[config.mk]
export PLATFORM = sky130hd
export DESIGN_NAME = uart_rx_fifo_flat
export DESIGN_NICKNAME = d
export VERILOG_FILES = /design/src/rtl/uart_rx_fifo_if.sv /design/src/rtl/uart_rx_fifo.sv /design/src/flat_wrapper.sv
export SDC_FILE = /design/constraint.sdc
export NUM_CORES = 1
export LEC_CHECK = 0
export CAP_MARGIN = 20
export CORE_MARGIN = 4
export CORE_UTILIZATION = 40
export CTS_CLUSTER_SIZE = 25
export DETAILED_ROUTE_END_ITERATION = 8
export PLACE_DENSITY = 0.63
export RECOVER_POWER = 50
export SETUP_SLACK_MARGIN = 0.4
export SLEW_MARGIN = 15
export SYNTH_ARGS = -nofsm -noshare
export SYNTH_HDL_FRONTEND = slang
export SYNTH_SLANG_ARGS = --single-unit
[constraint.sdc]
create_clock -name clk -period 2.8 [get_ports clk]
set_clock_uncertainty 0.2 [all_clocks]
set_input_delay 0.56 -clock clk [delete_from_list [all_inputs] [get_ports clk]]
set_output_delay 0.56 -clock clk [all_outputs]
set_load 0.02 [all_outputs]
[src/rtl/uart_rx_fifo_if.sv]
// Bus bundle between the UART receiver/consumer side and the receive frame FIFO.
interface uart_rx_fifo_if #(
  parameter int unsigned WIDTH = 9,
  parameter int unsigned DEPTH = 8
);
  localparam int unsigned CW = $clog2(DEPTH) + 1;

  logic [WIDTH-1:0] frame;
  logic             frame_valid;
  logic             rd_en;
  logic             flush;
  logic             clr_err;
  logic [WIDTH-1:0] rd_data;
  logic             rd_valid;
  logic [CW-1:0]    count;
  logic             empty;
  logic             full;
  logic             level_irq;
  logic             overflow;
  logic             underflow;
  logic [7:0]       drop_cnt;

  // Receiver/consumer side.
  modport master (
    output frame, frame_valid, rd_en, flush, clr_err,
    input  rd_data, rd_valid, count, empty, full, level_irq, overflow, underflow, drop_cnt
  );

  // FIFO side.
  modport slave (
    input  frame, frame_valid, rd_en, flush, clr_err,
    output rd_data, rd_valid, count, empty, full, level_irq, overflow, underflow, drop_cnt
  );
endinterface

[src/rtl/uart_rx_fifo.sv]
// Receive frame FIFO: edge-detected pushes from a UART receiver, registered pops,
// sticky overflow/underflow flags and a saturating dropped-frame counter.
module uart_rx_fifo #(
  parameter int unsigned DEPTH  = 8,
  parameter int unsigned WIDTH  = 9,
  parameter int unsigned THRESH = 4
) (
  input logic          clk,
  input logic          rst,
  uart_rx_fifo_if.slave bus
);
  localparam int unsigned AW = $clog2(DEPTH);
  localparam int unsigned CW = AW + 1;
  localparam logic [CW-1:0] FullLvl   = CW'(DEPTH);
  localparam logic [CW-1:0] ThreshLvl = CW'(THRESH);

  logic [WIDTH-1:0] mem [DEPTH];

  logic             fv_q;
  logic [AW-1:0]    wr_ptr_q, wr_ptr_d;
  logic [AW-1:0]    rd_ptr_q, rd_ptr_d;
  logic [CW-1:0]    count_q, count_d;
  logic [WIDTH-1:0] rd_data_q;
  logic             rd_valid_q;
  logic             overflow_q, overflow_d;
  logic             underflow_q, underflow_d;
  logic [7:0]       drop_cnt_q, drop_cnt_d;
  logic [7:0]       drop_base;

  logic push_evt, push_ok, pop_ok, drop_evt, udf_evt;

  // Event decode and next-state for pointers, fill level and error flags.
  always_comb begin
    push_evt = bus.frame_valid & ~fv_q;
    // A full FIFO can still accept a push when a pop frees the slot in the same cycle.
    pop_ok   = bus.rd_en && (count_q != '0) && !bus.flush;
    push_ok  = push_evt && !bus.flush && ((count_q != FullLvl) || pop_ok);
    drop_evt = push_evt && !bus.flush && (count_q == FullLvl) && !pop_ok;
    udf_evt  = bus.rd_en && (count_q == '0) && !bus.flush;

    wr_ptr_d = wr_ptr_q;
    rd_ptr_d = rd_ptr_q;
    count_d  = count_q;
    if (bus.flush) begin
      wr_ptr_d = '0;
      rd_ptr_d = '0;
      count_d  = '0;
    end else begin
      if (push_ok) wr_ptr_d = wr_ptr_q + AW'(1);
      if (pop_ok)  rd_ptr_d = rd_ptr_q + AW'(1);
      unique case ({push_ok, pop_ok})
        2'b10:   count_d = count_q + CW'(1);
        2'b01:   count_d = count_q - CW'(1);
        default: count_d = count_q;
      endcase
    end

    // Clearing and a new error in the same cycle: the new error wins.
    overflow_d  = (bus.clr_err ? 1'b0 : overflow_q) | drop_evt;
    underflow_d = (bus.clr_err ? 1'b0 : underflow_q) | udf_evt;
    drop_base   = bus.clr_err ? 8'd0 : drop_cnt_q;
    drop_cnt_d  = drop_base;
    if (drop_evt && (drop_base != 8'hFF)) drop_cnt_d = drop_base + 8'd1;
  end

  // Control state; fv_q resets high so a level already present at reset release never pushes.
  always_ff @(posedge clk) begin
    if (rst) begin
      fv_q        <= 1'b1;
      wr_ptr_q    <= '0;
      rd_ptr_q    <= '0;
      count_q     <= '0;
      rd_data_q   <= '0;
      rd_valid_q  <= 1'b0;
      overflow_q  <= 1'b0;
      underflow_q <= 1'b0;
      drop_cnt_q  <= '0;
    end else begin
      fv_q        <= bus.frame_valid;
      wr_ptr_q    <= wr_ptr_d;
      rd_ptr_q    <= rd_ptr_d;
      count_q     <= count_d;
      rd_valid_q  <= pop_ok;
      overflow_q  <= overflow_d;
      underflow_q <= underflow_d;
      drop_cnt_q  <= drop_cnt_d;
      if (pop_ok) rd_data_q <= mem[rd_ptr_q];
    end
  end

  // Frame storage is deliberately not reset.
  always_ff @(posedge clk) begin
    if (!rst && push_ok) mem[wr_ptr_q] <= bus.frame;
  end

  assign bus.rd_data   = rd_data_q;
  assign bus.rd_valid  = rd_valid_q;
  assign bus.count     = count_q;
  assign bus.empty     = (count_q == '0);
  assign bus.full      = (count_q == FullLvl);
  assign bus.level_irq = (count_q >= ThreshLvl);
  assign bus.overflow  = overflow_q;
  assign bus.underflow = underflow_q;
  assign bus.drop_cnt  = drop_cnt_q;
endmodule

[src/flat_wrapper.sv]
// flat-port wrapper written by rule: the top's interface ports become plain ports
module uart_rx_fifo_flat 
#(
  parameter int unsigned DEPTH  = 8,
  parameter int unsigned WIDTH  = 9,
  parameter int unsigned THRESH = 4
)
  (clk, rst, bus_frame, bus_frame_valid, bus_rd_en, bus_flush, bus_clr_err, bus_rd_data, bus_rd_valid, bus_count, bus_empty, bus_full, bus_level_irq, bus_overflow, bus_underflow, bus_drop_cnt);
  uart_rx_fifo_if #(.WIDTH(WIDTH), .DEPTH(DEPTH)) bus_i ();
  input logic clk;
  input logic rst;
  input wire logic [$bits(bus_i.frame)-1:0] bus_frame;
  input wire logic [$bits(bus_i.frame_valid)-1:0] bus_frame_valid;
  input wire logic [$bits(bus_i.rd_en)-1:0] bus_rd_en;
  input wire logic [$bits(bus_i.flush)-1:0] bus_flush;
  input wire logic [$bits(bus_i.clr_err)-1:0] bus_clr_err;
  output wire logic [$bits(bus_i.rd_data)-1:0] bus_rd_data;
  output wire logic [$bits(bus_i.rd_valid)-1:0] bus_rd_valid;
  output wire logic [$bits(bus_i.count)-1:0] bus_count;
  output wire logic [$bits(bus_i.empty)-1:0] bus_empty;
  output wire logic [$bits(bus_i.full)-1:0] bus_full;
  output wire logic [$bits(bus_i.level_irq)-1:0] bus_level_irq;
  output wire logic [$bits(bus_i.overflow)-1:0] bus_overflow;
  output wire logic [$bits(bus_i.underflow)-1:0] bus_underflow;
  output wire logic [$bits(bus_i.drop_cnt)-1:0] bus_drop_cnt;
  assign bus_i.frame = bus_frame;
  assign bus_i.frame_valid = bus_frame_valid;
  assign bus_i.rd_en = bus_rd_en;
  assign bus_i.flush = bus_flush;
  assign bus_i.clr_err = bus_clr_err;
  assign bus_rd_data = bus_i.rd_data;
  assign bus_rd_valid = bus_i.rd_valid;
  assign bus_count = bus_i.count;
  assign bus_empty = bus_i.empty;
  assign bus_full = bus_i.full;
  assign bus_level_irq = bus_i.level_irq;
  assign bus_overflow = bus_i.overflow;
  assign bus_underflow = bus_i.underflow;
  assign bus_drop_cnt = bus_i.drop_cnt;
  uart_rx_fifo #(.DEPTH(DEPTH), .WIDTH(WIDTH), .THRESH(THRESH)) u_core (.clk(clk), .rst(rst), .bus(bus_i));
endmodule
======== After elaboration in Yosys (flattened, before gate mapping) ========
Memory sizes are Yosys's and may differ from the RTL's. A register that Yosys moved wholly into a read port is not among the register bits.
Index checks and enable logic that the tools add are counted.
word-level totals
  word-level logic and storage cells ...... 49
  input bits .............................. 15
  memory bits (writable) .................. 72
  flip-flop bits (word level) ............. 22
  memories kept ........................... 1
cells by class
  multiplexer cells ....................... 7
  reduce and logical (&&, ||, !) cells .... 18
  $lt $le $gt $ge ......................... 1
  $add $sub $neg .......................... 5
  eq/ne operators ......................... 5
  bitwise gates (word level) .............. 4
memory list
  name        depth  bits a word  rd ports  clocked after memory_dff  write ports  line                RTL
  u_core.mem  8      9            1         1                         1            uart_rx_fifo.sv:17  logic [WIDTH-1:0] mem [DEPTH];
operators by type and width
  cell                                                                                 count
  8-bit 2-to-1 mux                                                                     2
  1-bit logical AND                                                                    10
  8-bit by 1-bit adder with 8-bit output, second input constant                        1
  8-bit != test, second input constant                                                 1
  4-bit one-hot mux with 2 select lines                                                1
  3-bit by 1-bit adder with 3-bit output, second input constant                        2
  4-bit by 1-bit adder with 4-bit output, second input constant                        1
  4-bit == test, second input constant                                                 1
  4-bit by 3-bit greater-or-equal comparator with 1-bit output, second input constant  1
  4-bit logical NOT                                                                    1
  1-bit 2-to-1 mux                                                                     4
  4-bit != test, second input constant                                                 1
  4-bit nonzero test                                                                   1
  4-bit by 1-bit subtractor with 4-bit output, second input constant                   1
  1-bit logical NOT                                                                    3
  2-bit by 1-bit == test with 1-bit output, second input constant                      1
  2-bit == test, second input constant                                                 1
  1-bit OR                                                                             2
  2-bit nonzero test                                                                   1
  2-bit OR reduction                                                                   1
  1-bit AND                                                                            1
  1-bit logical OR                                                                     1
  1-bit NOT                                                                            1

======== Depth between registers and ports, before layout ========
Gate-level depths: netlist of run 1.
  depth after elaboration ................. 8
  mapped depth ............................ 12
  mapped depth without buffers ............ 10

======== Worst setup path before layout of run 1 ========
Ideal clock, no wire load.
  path kind ............................... in2reg
  start ................................... in bus_flush
  end ..................................... mem u_core.mem[0][0], enable pin
  slack ................................... -0.006 ns
  path buffers ............................ 0
  arrival time ............................ 2.204 ns
  stages on the path ...................... 3
  cells stage by stage .................... nor3b_1 > o21ai_1 > nor4b_1
between the ends
  word-level cells in the longest chain between the ends .. 7
  elaborated cells between the ends (all ways) .. 8
  those cells by class .................... 2 x mux; 6 x reduce/logical
ends and longest elaborated chain
  item                                      line                                    RTL
  start, declared                           flat_wrapper.sv:15                      input wire logic [$bits(bus_i.flush)-1:0] bus_flush;
  1-bit logical NOT *                       uart_rx_fifo.sv:36, uart_rx_fifo.sv:37
  1-bit logical AND                         uart_rx_fifo.sv:36                      pop_ok = bus.rd_en && (count_q != '0) && !bus.flush;
  1-bit logical OR                          uart_rx_fifo.sv:37                      push_ok = push_evt && !bus.flush && ((count_q != FullLvl) || pop_ok);
  1-bit logical AND *                       uart_rx_fifo.sv:37
  1-bit logical AND *                       uart_rx_fifo.sv:93                      if (!rst && push_ok) mem[wr_ptr_q] <= bus.frame;
  1-bit 2-to-1 mux *                        uart_rx_fifo.sv:93
  1-bit 2-to-1 mux (implied by the code) *  uart_rx_fifo.sv:93
  end, declared                             uart_rx_fifo.sv:17
Mark *: on every way between the ends. The rest lies on a longest branch, timed or not.

======== Worst setup path after layout of run 1 ========
  start ................................... reg u_core.count_q[1], in the netlist u_core.bus.count[1]
  end ..................................... reg u_core.drop_cnt_q[3], in the netlist u_core.bus.drop_cnt[3]
between the ends
  word-level cells in the longest chain between the ends .. 7
  elaborated cells between the ends (all ways) .. 9
  those cells by class .................... 1 x eq/ne; 1 x mux; 7 x reduce/logical
ends and longest elaborated chain
  item                             line                RTL
  start, declared                  uart_rx_fifo.sv:22  logic [CW-1:0] count_q, count_d;
  start signal, assigned           uart_rx_fifo.sv:82  count_q <= count_d;
  4-bit nonzero test               uart_rx_fifo.sv:36
  1-bit logical AND (2 in series)  uart_rx_fifo.sv:36
  1-bit logical NOT                uart_rx_fifo.sv:38  drop_evt = push_evt && !bus.flush && (count_q == FullLvl) && !pop_ok;
  1-bit logical AND *              uart_rx_fifo.sv:38
  1-bit logical AND *              uart_rx_fifo.sv:63  if (drop_evt && (drop_base != 8'hFF)) drop_cnt_d = drop_base + 8'd1;
  8-bit 2-to-1 mux *               uart_rx_fifo.sv:63
  end signal, assigned             uart_rx_fifo.sv:86  drop_cnt_q <= drop_cnt_d;
  end, declared                    uart_rx_fifo.sv:27  logic [7:0] drop_cnt_q, drop_cnt_d;
Marks and branches as above.
A chain may end at the register's enable or synchronous reset.

==> metrics.md, run 1 <==
| Metric | Value |
|---|---|
| Status | completed |
| CTS root buf | clkbuf_8 |
| Register area | 2790 um2 |
| Tmin final | 2.50 ns |
| Congestion Overflow GR | 0 |
| Wire length per cell | 17.1 um |
| Min-delay src | u_core.bus.overflow |
| Final GP Congestion | 0.824 |
| M3 GR Usage | 3.61% |
| Antenna violations before repair | 0 |
| WL final | 8410 um |
| Layout cell share with drive strength beyond 1 | 21.0% |
| Iter 0 DRT Violations | 165 |
| Die height | 110 um |
| Most used DFF post-synth | edfxtp_1 |
| EDFF count, synth | 72 |
| Slew margin rel. | 40.4% |
| Pin count of the biggest net entering global routing | 22 |
| Syn-to-layout area delta | 21.9% |
| Hold Buf Count CTS | 0 |
| # diodes | 0 |
| FF-to-FF path depth | 4 |
| Final Max Tran Viols | 0 |
| Hold Vio Cnt, Final | 0 |
| Worst vdd ir | 0.257 mV |
| Total track usage | 14.9% |
| Hold Path End | u_core.bus.overflow |
| Crit path launch | u_core.bus.count[1] |
| Via density per instance | 5.29 |
| Slew @ Worst Pin | 0.895 ns |
| FMAX | 400 MHz |
| Net Count, Synth | ~310 |
| Synth Register Bits | slightly above 100 |
| H-tree levels | 3 |
| Crit path max fanout | 10 |
| Netlist cell types | 46 |
| Crit Reg-Reg Startpoint | u_core.bus.count[1] |
| Cell count after synthesis | 289 |
| Cell Area, Synth | 4180 um2 |
| Reg clk slew, reported paths | 0.11 ns |
| Final setup viols | 0 |
| Post-Route Setup TNS | 0 ns |
| Share of flip-flops with an asynchronous set or reset | 0% |
| CORE AREA | roughly 10,000 um2 |
| Final HPWL DP | 5880 um |
| Vias in the first global route | 2,548 |
| Commonest non-fill, non-tap cells in the layout | 72 x edfxtp_1, 29 x dfxtp_1, 25 x nor2_1 |
| Setup CP Type | reg -> reg |
| Via count | 2,608 |
| Sink Count | about 100 |
| R2r setup slk | around 0.3 ns |
| DRC Markers | 0 |
| Num rows | 37 |
| Synthesized area per cell | approximately 14 um2 |
| Critical path data required time | 2.91 ns |
| Busiest layer in global routing | met2 |
| Synth warnings | 0 |
| Die ar. | 12,200 um2 |
| Pwr dens | 518 nW/um2 |
| Die span in x | 110 um |
| Unrepaired setup endpoints after global routing | true |
| TritonRoute pass-1 iters | 4 |
| # IOs | 42 |
| CTS tree | yes |
| Number of max-cap violations | 0 |
| # fillers | 878 |
| Startpoint type of the worst setup path | flip-flop |
| Initial core utilization | 40.7% |
| CTS Buffer Depth | 2 |
| Hold WC Path Type | reg -> reg |
| Multi-input logic area | about 1300 um2 |
| Hold path cells | 2 |
| Final #Nets | 371 |
| Total CTS buffers | 9 |
| Met2 track demand over resource | 24.4% |
| First-pass GRT wire length | 13,400 um |
| Proportion of synthesized chip area in sequential cells | roughly 67% |
| Worst path arrival time | 2.60 ns |
| Crit path capture type | flip-flop |
| Worst reg2reg endpoint | u_core.bus.drop_cnt[3] |
| Buffers on Ports | 41 |
| Fin crit share | 89.2% |
| Leak | between 0.0015 and 0.002 uW |
| GR Util met1 | 19.4% |
| Worst skew pair latency | 0.37 ns |
| Final design utilization | 49.6% |
| Most common cell after layout, fill and taps aside | edfxtp_1 |
| Final ANT Viol Nets | 0 |
-- timing repair --
action / in CTS / in global routing
gates resized for setup: 10 / 1
setup buffers: 2 / 1
pin swaps: 2 / 0
endpoints found under the setup margin: 5 / 4
gates cloned: 0 / 0
-- report_power, final --
part	switching (uW)	internal (uW)	total (uW)
clock network	558	357	914
registers	3.73	1630	1630
logic	55.6	38.9	94.5
-- flip-flops by register name, summed over array words and instances (netlist names) --
name / cells
u_core.wr_ptr_q: 3
u_core.rd_ptr_q: 3
u_core.fv_q: 1
u_core.bus.rd_valid: 1
u_core.mem: 72
u_core.bus.drop_cnt: 8
u_core.bus.count: 4
u_core.bus.underflow: 1
u_core.bus.overflow: 1
u_core.bus.rd_data: 9
-- critical path: stages, from the launching register on --
cell	delay, ns
dfxtp_1	0.42
or4b_1	0.65
or4_4	0.52
or4_1	0.52
a21oi_1	0.12
-- Yosys cell counts, drive strengths merged, types with 2 or more instances --
master / n / area share [%]
buf: 8 / 1.3
nor2: 25 / 2.2
ha: 4 / 1.2
a21oi: 10 / 1.2
xor2: 2 / 0.42
nor3b: 2 / 0.36
o21ai: 4 / 0.48
nand2b: 2 / 0.30
nor3: 15 / 1.8
or3: 2 / 0.33
clkbuf: 8 / 0.72
xnor2: 5 / 1.0
or2: 3 / 0.45
dfxtp: 31 / 15
nand3b: 3 / 0.54
nand4: 3 / 0.45
nor2b: 5 / 0.75
nand2: 9 / 0.81
edfxtp: 72 / 52
nor4: 5 / 0.75
nand3: 13 / 1.6
mux2i: 3 / 0.72
mux4: 18 / 9.7
or4: 4 / 0.84
o31ai: 3 / 0.54
o211ai: 2 / 0.36
o311ai: 2 / 0.42
o22ai: 9 / 1.3
inv: 6 / 0.54
-- metal layers --
metal	wire length, um	vias up
li1	-	1241
met1	3800	1300
met2	4100	58
met3	401	9
met4	109	0
met5	0	-
-- final cells by class --
type                       instances  area share [%]
sequential                       103            54.6
multi-input combinational        164            26.1
timing repair buffer              68            11.5
tap                              136            3.34
clock buffer                       9            2.43
clock inverter                     7            1.59
inverter                           6           0.442
-- metrics by stage --
step / total power (uW) / hold slack (ns) / std cells / worst slack (ns) / instance area, um2
floorplan: 1710 / 0.319 / 289 / 0.185 / 4220
global placement: 1770 / 0.263 / 474 / 0.150 / 4890
detailed placement: 1770 / 0.264 / 474 / 0.105 / 4890
CTS: 2690 / 0.280 / 492 / 0.415 / 5110
global route: 2750 / 0.307 / 493 / 0.217 / 5100
finish: 2640 / 0.276 / 493 / 0.302 / 5100
-- logic make-up after synthesis --
logic type	share of synthesized area, %
xor+xnor	1.47
mux	10.4
fa+ha+maj	1.20
compound gates	5.53
simple gates	12.3
flops	66.5
buf+inv	2.57
-- worst max path at each step --
stage,endpoint,slack [ns],cells past startpoint
CTS,u_core.bus.drop_cnt[3],0.41,4
global placement,u_core.bus.drop_cnt[3],0.15,6
floorplan,u_core.bus.drop_cnt[3],0.19,7
finish,u_core.bus.drop_cnt[3],0.30,4
detailed placement,u_core.bus.drop_cnt[3],0.10,6
global route,u_core.bus.count[1],0.22,6
Note: power is estimated with default switching activity, not from simulation.
==> run 2: changes to the inputs <==
- GPL_ROUTABILITY_DRIVEN: not set -> 0
==> results of run 2 <==
Same layout as run 1: the final DEF is identical, and so are final timing and power.
